<file path="config.mk">
export PLATFORM = sky130hd
export DESIGN_NAME = alu_srcb_fwd_stage_flat
export DESIGN_NICKNAME = d
export VERILOG_FILES = /design/src/rtl/alu_srcb_fwd_stage_if.sv /design/src/rtl/alu_srcb_fwd_stage.sv /design/src/flat_wrapper.sv
export SDC_FILE = /design/constraint.sdc
export NUM_CORES = 1
export LEC_CHECK = 0
export ABC_AREA = 1
export BUFFER_PORTS_ARGS = -buffer_cell sky130_fd_sc_hd__buf_2
export CORE_MARGIN = 4
export CORE_UTILIZATION = 50
export CTS_BUF_LIST = sky130_fd_sc_hd__clkbuf_4 sky130_fd_sc_hd__clkbuf_8
export DETAILED_ROUTE_END_ITERATION = 7
export PLACE_DENSITY = 0.84
export SYNTH_ARGS = -nofsm -noshare
export SYNTH_HDL_FRONTEND = slang
export SYNTH_SLANG_ARGS = --single-unit
</file>
<file path="constraint.sdc">
create_clock -name clk -period 1.85 [get_ports clk]
set_clock_uncertainty 0.1 [all_clocks]
set_input_delay 0.37 -clock clk [delete_from_list [all_inputs] [get_ports clk]]
set_output_delay 0.37 -clock clk [all_outputs]
set_load 0.1 [all_outputs]
</file>
<file path="src/rtl/alu_srcb_fwd_stage_if.sv">
// Decode-to-EX bundle for the SrcB forwarding stage: decode-side operands, forwarding
// taps from EX/MEM and MEM/WB, and the registered ID/EX outputs with their counters.
interface alu_srcb_fwd_stage_if #(
   parameter int WIDTH  = 32,
   parameter int REG_AW = 5,
   parameter int CNT_W  = 16
);
   logic              in_valid;
   logic              stall;
   logic              flush;
   logic              alu_src_sel;
   logic [WIDTH-1:0]  rd2;
   logic [WIDTH-1:0]  imm;
   logic [REG_AW-1:0] rt_addr;
   logic              exmem_regwrite;
   logic [REG_AW-1:0] exmem_rd;
   logic [WIDTH-1:0]  exmem_result;
   logic              memwb_regwrite;
   logic [REG_AW-1:0] memwb_rd;
   logic [WIDTH-1:0]  memwb_result;
   logic              cnt_clear;
   logic [WIDTH-1:0]  srcb;
   logic [WIDTH-1:0]  store_data;
   logic              out_valid;
   logic [1:0]        fwd_sel;
   logic [CNT_W-1:0]  cnt_exmem;
   logic [CNT_W-1:0]  cnt_memwb;

   modport master (
      output in_valid, stall, flush, alu_src_sel, rd2, imm, rt_addr,
             exmem_regwrite, exmem_rd, exmem_result,
             memwb_regwrite, memwb_rd, memwb_result, cnt_clear,
      input  srcb, store_data, out_valid, fwd_sel, cnt_exmem, cnt_memwb
   );

   modport slave (
      input  in_valid, stall, flush, alu_src_sel, rd2, imm, rt_addr,
             exmem_regwrite, exmem_rd, exmem_result,
             memwb_regwrite, memwb_rd, memwb_result, cnt_clear,
      output srcb, store_data, out_valid, fwd_sel, cnt_exmem, cnt_memwb
   );
endinterface

</file>
<file path="src/rtl/alu_srcb_fwd_stage.sv">
// Pipelined ALU SrcB selector: resolves rt through EX/MEM and MEM/WB forwarding, picks
// rt or immediate, and registers the result into ID/EX with stall/flush and event counters.
module alu_srcb_fwd_stage #(
   parameter int WIDTH  = 32,
   parameter int REG_AW = 5,
   parameter int CNT_W  = 16
) (
   input logic                clk,
   input logic                reset,
   alu_srcb_fwd_stage_if.slave bus
);
   localparam logic [REG_AW-1:0] REG_ZERO = {REG_AW{1'b0}};
   localparam logic [CNT_W-1:0]  CNT_MAX  = {CNT_W{1'b1}};
   localparam logic [CNT_W-1:0]  CNT_ONE  = {{(CNT_W-1){1'b0}}, 1'b1};
   localparam logic [WIDTH-1:0]  DATA_ZERO = {WIDTH{1'b0}};

   logic              hit_ex;
   logic              hit_wb;
   logic [1:0]        fwd_code;
   logic [WIDTH-1:0]  resolved_rt;
   logic              load;

   logic [WIDTH-1:0]  srcb_d, srcb_q;
   logic [WIDTH-1:0]  store_data_d, store_data_q;
   logic              out_valid_d, out_valid_q;
   logic [1:0]        fwd_sel_d, fwd_sel_q;
   logic [CNT_W-1:0]  cnt_exmem_d, cnt_exmem_q;
   logic [CNT_W-1:0]  cnt_memwb_d, cnt_memwb_q;

   always_comb begin
      hit_ex = bus.exmem_regwrite && (bus.exmem_rd == bus.rt_addr) && (bus.rt_addr != REG_ZERO);
      hit_wb = bus.memwb_regwrite && (bus.memwb_rd == bus.rt_addr) && (bus.rt_addr != REG_ZERO);
      // EX/MEM holds the younger result, so it takes priority over MEM/WB.
      if (hit_ex) begin
         fwd_code = 2'b01;
      end else if (hit_wb) begin
         fwd_code = 2'b10;
      end else begin
         fwd_code = 2'b00;
      end
      case (fwd_code)
         2'b01:   resolved_rt = bus.exmem_result;
         2'b10:   resolved_rt = bus.memwb_result;
         default: resolved_rt = bus.rd2;
      endcase
   end

   always_comb begin
      srcb_d       = srcb_q;
      store_data_d = store_data_q;
      out_valid_d  = out_valid_q;
      fwd_sel_d    = fwd_sel_q;
      load         = 1'b0;
      if (bus.flush) begin
         srcb_d       = DATA_ZERO;
         store_data_d = DATA_ZERO;
         out_valid_d  = 1'b0;
         fwd_sel_d    = 2'b00;
      end else if (bus.stall) begin
         load = 1'b0;
      end else begin
         load         = 1'b1;
         srcb_d       = bus.alu_src_sel ? bus.imm : resolved_rt;
         store_data_d = resolved_rt;
         out_valid_d  = bus.in_valid;
         fwd_sel_d    = bus.in_valid ? fwd_code : 2'b00;
      end
   end

   always_comb begin
      cnt_exmem_d = cnt_exmem_q;
      cnt_memwb_d = cnt_memwb_q;
      if (bus.cnt_clear) begin
         cnt_exmem_d = {CNT_W{1'b0}};
         cnt_memwb_d = {CNT_W{1'b0}};
      end else if (load && bus.in_valid) begin
         // Only one counter moves per instruction; each sticks at all-ones.
         if (hit_ex) begin
            cnt_exmem_d = (cnt_exmem_q == CNT_MAX) ? cnt_exmem_q : (cnt_exmem_q + CNT_ONE);
         end else if (hit_wb) begin
            cnt_memwb_d = (cnt_memwb_q == CNT_MAX) ? cnt_memwb_q : (cnt_memwb_q + CNT_ONE);
         end else begin
            cnt_exmem_d = cnt_exmem_q;
         end
      end else begin
         cnt_exmem_d = cnt_exmem_q;
      end
   end

   always_ff @(posedge clk) begin
      if (reset) begin
         srcb_q       <= DATA_ZERO;
         store_data_q <= DATA_ZERO;
         out_valid_q  <= 1'b0;
         fwd_sel_q    <= 2'b00;
         cnt_exmem_q  <= {CNT_W{1'b0}};
         cnt_memwb_q  <= {CNT_W{1'b0}};
      end else begin
         srcb_q       <= srcb_d;
         store_data_q <= store_data_d;
         out_valid_q  <= out_valid_d;
         fwd_sel_q    <= fwd_sel_d;
         cnt_exmem_q  <= cnt_exmem_d;
         cnt_memwb_q  <= cnt_memwb_d;
      end
   end

   assign bus.srcb       = srcb_q;
   assign bus.store_data = store_data_q;
   assign bus.out_valid  = out_valid_q;
   assign bus.fwd_sel    = fwd_sel_q;
   assign bus.cnt_exmem  = cnt_exmem_q;
   assign bus.cnt_memwb  = cnt_memwb_q;
endmodule
</file>
<file path="src/flat_wrapper.sv">
// flat-port wrapper written by rule: the top's interface ports become plain ports
module alu_srcb_fwd_stage_flat 
#(
   parameter int WIDTH  = 32,
   parameter int REG_AW = 5,
   parameter int CNT_W  = 16
)
  (clk, reset, bus_in_valid, bus_stall, bus_flush, bus_alu_src_sel, bus_rd2, bus_imm, bus_rt_addr, bus_exmem_regwrite, bus_exmem_rd, bus_exmem_result, bus_memwb_regwrite, bus_memwb_rd, bus_memwb_result, bus_cnt_clear, bus_srcb, bus_store_data, bus_out_valid, bus_fwd_sel, bus_cnt_exmem, bus_cnt_memwb);
  alu_srcb_fwd_stage_if #(.WIDTH(WIDTH), .REG_AW(REG_AW), .CNT_W(CNT_W)) bus_i ();
  input logic clk;
  input logic reset;
  input wire logic [$bits(bus_i.in_valid)-1:0] bus_in_valid;
  input wire logic [$bits(bus_i.stall)-1:0] bus_stall;
  input wire logic [$bits(bus_i.flush)-1:0] bus_flush;
  input wire logic [$bits(bus_i.alu_src_sel)-1:0] bus_alu_src_sel;
  input wire logic [$bits(bus_i.rd2)-1:0] bus_rd2;
  input wire logic [$bits(bus_i.imm)-1:0] bus_imm;
  input wire logic [$bits(bus_i.rt_addr)-1:0] bus_rt_addr;
  input wire logic [$bits(bus_i.exmem_regwrite)-1:0] bus_exmem_regwrite;
  input wire logic [$bits(bus_i.exmem_rd)-1:0] bus_exmem_rd;
  input wire logic [$bits(bus_i.exmem_result)-1:0] bus_exmem_result;
  input wire logic [$bits(bus_i.memwb_regwrite)-1:0] bus_memwb_regwrite;
  input wire logic [$bits(bus_i.memwb_rd)-1:0] bus_memwb_rd;
  input wire logic [$bits(bus_i.memwb_result)-1:0] bus_memwb_result;
  input wire logic [$bits(bus_i.cnt_clear)-1:0] bus_cnt_clear;
  output wire logic [$bits(bus_i.srcb)-1:0] bus_srcb;
  output wire logic [$bits(bus_i.store_data)-1:0] bus_store_data;
  output wire logic [$bits(bus_i.out_valid)-1:0] bus_out_valid;
  output wire logic [$bits(bus_i.fwd_sel)-1:0] bus_fwd_sel;
  output wire logic [$bits(bus_i.cnt_exmem)-1:0] bus_cnt_exmem;
  output wire logic [$bits(bus_i.cnt_memwb)-1:0] bus_cnt_memwb;
  assign bus_i.in_valid = bus_in_valid;
  assign bus_i.stall = bus_stall;
  assign bus_i.flush = bus_flush;
  assign bus_i.alu_src_sel = bus_alu_src_sel;
  assign bus_i.rd2 = bus_rd2;
  assign bus_i.imm = bus_imm;
  assign bus_i.rt_addr = bus_rt_addr;
  assign bus_i.exmem_regwrite = bus_exmem_regwrite;
  assign bus_i.exmem_rd = bus_exmem_rd;
  assign bus_i.exmem_result = bus_exmem_result;
  assign bus_i.memwb_regwrite = bus_memwb_regwrite;
  assign bus_i.memwb_rd = bus_memwb_rd;
  assign bus_i.memwb_result = bus_memwb_result;
  assign bus_i.cnt_clear = bus_cnt_clear;
  assign bus_srcb = bus_i.srcb;
  assign bus_store_data = bus_i.store_data;
  assign bus_out_valid = bus_i.out_valid;
  assign bus_fwd_sel = bus_i.fwd_sel;
  assign bus_cnt_exmem = bus_i.cnt_exmem;
  assign bus_cnt_memwb = bus_i.cnt_memwb;
  alu_srcb_fwd_stage #(.WIDTH(WIDTH), .REG_AW(REG_AW), .CNT_W(CNT_W)) u_core (.clk(clk), .reset(reset), .bus(bus_i));
endmodule
</file>
==> run metrics <==
run status=finished, final reports clean; largest area contributor in the netlist=dfxtp_1; max layer used=met5; compound-cell area share of the yosys netlist=0.120; max incr delay on CP=between 0.4 and 0.5 ns; Final Cycle Share=0.951; Die Width=around 120 µm; hold-fix buffer count after cts=0; area of placed instances=7390 µm²; crit path kind=flip-flop to output port; largest net degree at the start of global routing=91; ys flop type=dfxtp_1; Post-Synth Simple-Gate Area=0.393; routed vias=6749; initial antenna violation count=3; DP Wirelength=roughly 14000 µm; post-route insts no fill=about 1300; PostCTS Resize Cnt=0; clock-pin transition on the worst setup and hold timing paths=about 0.1 ns; Worst-Skew Late Latency=about 0.38 ns; die height=115 µm; Post-synth EDFFs=0; Hold EP=u_core.bus.srcb[16]; clock sink count=just under 100; critical path capture point type=output port; TritonCTS clock tree=done; top cells by area, synth=dfxtp_1 35%, nand2_1 14%, nand3_1 11%, a21oi_1 8.2%, nor2_1 7.1%; count leader, synth=nand2_1; Syn Nets=approximately 1000; worst slack at placement=-0.0787 ns; # H-tree levels=3; hold depth=3; full die area=between 10000 and 15000 µm²; Arrival @ worst endpoint=around 1.3 ns; first-pass GRT wire length=approximately 30000 µm; placed insts=around 1300; HP Class=input pin to flip-flop; post-CTS setup buffers=0; Initial DRC Count=a little over 600; proportion of layout cells with a drive suffix above 1=0.319; f_max=569 MHz; CP cell instances=buf_4 -> buf_2; Final Setup Violations=0; synthesis-to-finish area growth=32.2%; Worst R2R Setup Slack=around 0.15 ns; Avg WL per Cell=15.1 µm; synth unique cells=31; GRT Residual Overflow=0; routed wl met3=1960 µm; Synth Area in XOR/XNOR=0.0427; IO Pins=around 250; DRC=0; WHS=0.172 ns; Hold Crit Start=bus_imm[16]; Min Clock Period, post-route=around 1.8 ns; data required time of the worst path=1.38 ns; Pins Over Slew Limit=0; Final WS setup=0.0911 ns; GRT Total Usage=0.284; site row count=38; power per cell area=623 nW/µm²; Async S/R FF share, synth=0; Initial Utilization=0.520; Seq cells post-synth=99; vias in the first global route=between 6000 and 7000; GPL Wtd Cong=between 0.9 and 1; Seq/Total Area, Yosys=0.345; ANT nets after route=0; Crit-path slowest cell=buf_2; worst relative slew slack=0.652; Syn Area/Cell=roughly 6.5 µm²; Net count, final=between 1000 and 1500; final hold viol count=0; FF-to-FF path depth=10; PortBufs=between 200 and 300; DRT Pass-1 Iters=6; Core ar.=between 10000 and 15000 µm²; crit path max fanout=4; Design Power=roughly 4.7 mW; Pleak=a little under 4 nW; proportion of synthesized area in mux cells=0; pin slew with the least headroom to its limit=~0.53 ns; Mapped Cells=a little under 900; Ys Warns=0; met2 wire length=approximately 9600 µm; largest family of logic cells by synthesized area=simple AND/OR/NAND/NOR gates; share of the synthesized area in the top cell type=0.345; number of max-cap violations=0; clk buf depth=2; final wirelength=roughly 19000 µm; Inserted Clock Buffers=9; root buf cell=clkbuf_8; Critical Path Start Type=flip-flop; Worst R2R End=u_core.bus.cnt_exmem[10]; final instance area=~7600 µm²; commonest cells in the netlist=217 x nand2_1, 125 x nand3_1, 108 x nor2_1; metal1 wirelength=around 7400 µm; Vias/cell=about 5.3; Synth Area in Adders=0.00436; worst vdd ir=just under 0.5 mV; post-synthesis cell area=5740 µm²; Critical R2R Launch=u_core.bus.cnt_exmem[1]
## cells in the final DEF, fill, tap and decap left out
master      Yosys  routed
buf_2           9     250
nand2_1       217     216
nand3_1       125     125
nor2_1        108     105
a21oi_1        94      94
dfxtp_1        99      67
inv_1          57      57
o21ai_0        41      41
buf_4           1      30
nand3b_1       27      27
dfxtp_4         0      19
xor2_1         15      15
xnor2_1        13      13
dfxtp_2         0      13
nor3_1         11      10
clkbuf_8        0      10
buf_12          0       8
nand2_2         6       6
inv_2           5       5
nand2_4         2       3
nor2_2          0       3
clkinv_1        2       2
nor2_8          2       2
inv_4           1       2
nor2_4          2       2
ha_4            0       2
clkinvlp_4      0       2
diode_2         0       1
nand3_4         1       1
inv_6           1       1
o21ai_1         1       1
or2_1           1       1
a31oi_1         1       1
clkinv_4        0       1
nor3_4          0       1
nand4_1         1       1
clkinv_2        1       1
clkbuf_4        0       1
## layer usage
metal,GRT usage,vias up
li1,-,3371
met5,0,-
met2,0.505,307
met3,0.0811,41
met4,0.0900,4
met1,0.329,3026
## cells by family (layout without fill, tap and decap cells)
kind of cell,count (synthesis),in the layout
simple gates,503,503
buf+inv,118,370
other cells,0,1
fa+ha+maj,2,2
compound gates,137,137
xor+xnor,28,28
flops,99,99
## sequential cells by signal, summed over array words and instances, names as in the netlist
| signal | cells |
|---|---|
| u_core.bus.srcb | 32 |
| u_core.bus.store_data | 32 |
| u_core.bus.cnt_exmem | 16 |
| u_core.bus.cnt_memwb | 16 |
| u_core.bus.fwd_sel | 2 |
| u_core.bus.out_valid | 1 |
## worst max-delay path by stage
| stage | startpoint | to | slack, ns | depth (start not counted) |
|---|---|---|---|---|
| after floorplan | u_core.bus.cnt_exmem[13] | u_core.bus.cnt_exmem[1] | -0.002 | 10 |
| after global placement | bus_rt_addr[4] | u_core.bus.store_data[2] | -0.005 | 12 |
| after detailed placement | bus_rt_addr[4] | u_core.bus.cnt_exmem[4] | -0.08 | 10 |
| after CTS | u_core.bus.cnt_exmem[1] | u_core.bus.cnt_exmem[12] | 0.01 | 9 |
| after global routing | u_core.bus.cnt_memwb[4] | u_core.bus.cnt_memwb[6] | -0.002 | 8 |
| final | u_core.bus.cnt_exmem[0] | bus_cnt_exmem[0] | 0.09 | 2 |
## critical path, delay by kind of cell (launching register included)
kind     cells  cell delay [ns]
buf+inv      2             0.55
flops        1             0.36
## where the power goes
group / total (mW) / internal (mW) / switching [mW] / leakage, nW
registers: 2.19 / 2.16 / 0.0293 / 0.828
clock network: 1.30 / 0.532 / 0.765 / 0.0852
logic: 1.23 / 0.346 / 0.887 / 2.97
total: 4.72 / 3.04 / 1.68 / 3.88
## per-stage QoR
step / util / setup TNS (ns)
final: 0.688 / 0
after global routing: 0.688 / -0.00153
after CTS: 0.686 / 0
after detailed placement: 0.670 / -1.85
after global placement: 0.670 / -0.00972
after floorplan: - / -0.00206
## area by class of cell
class	count	area [µm²]
inverters	67	264
repair buffers	288	1640
multi-input cells	670	3260
well taps	140	175
clock buffers	11	145
clock inverters	4	26.3
diodes	1	2.50
fillers	989	3450
flip-flops and latches	99	2070
(Power assumes the default switching activity.)
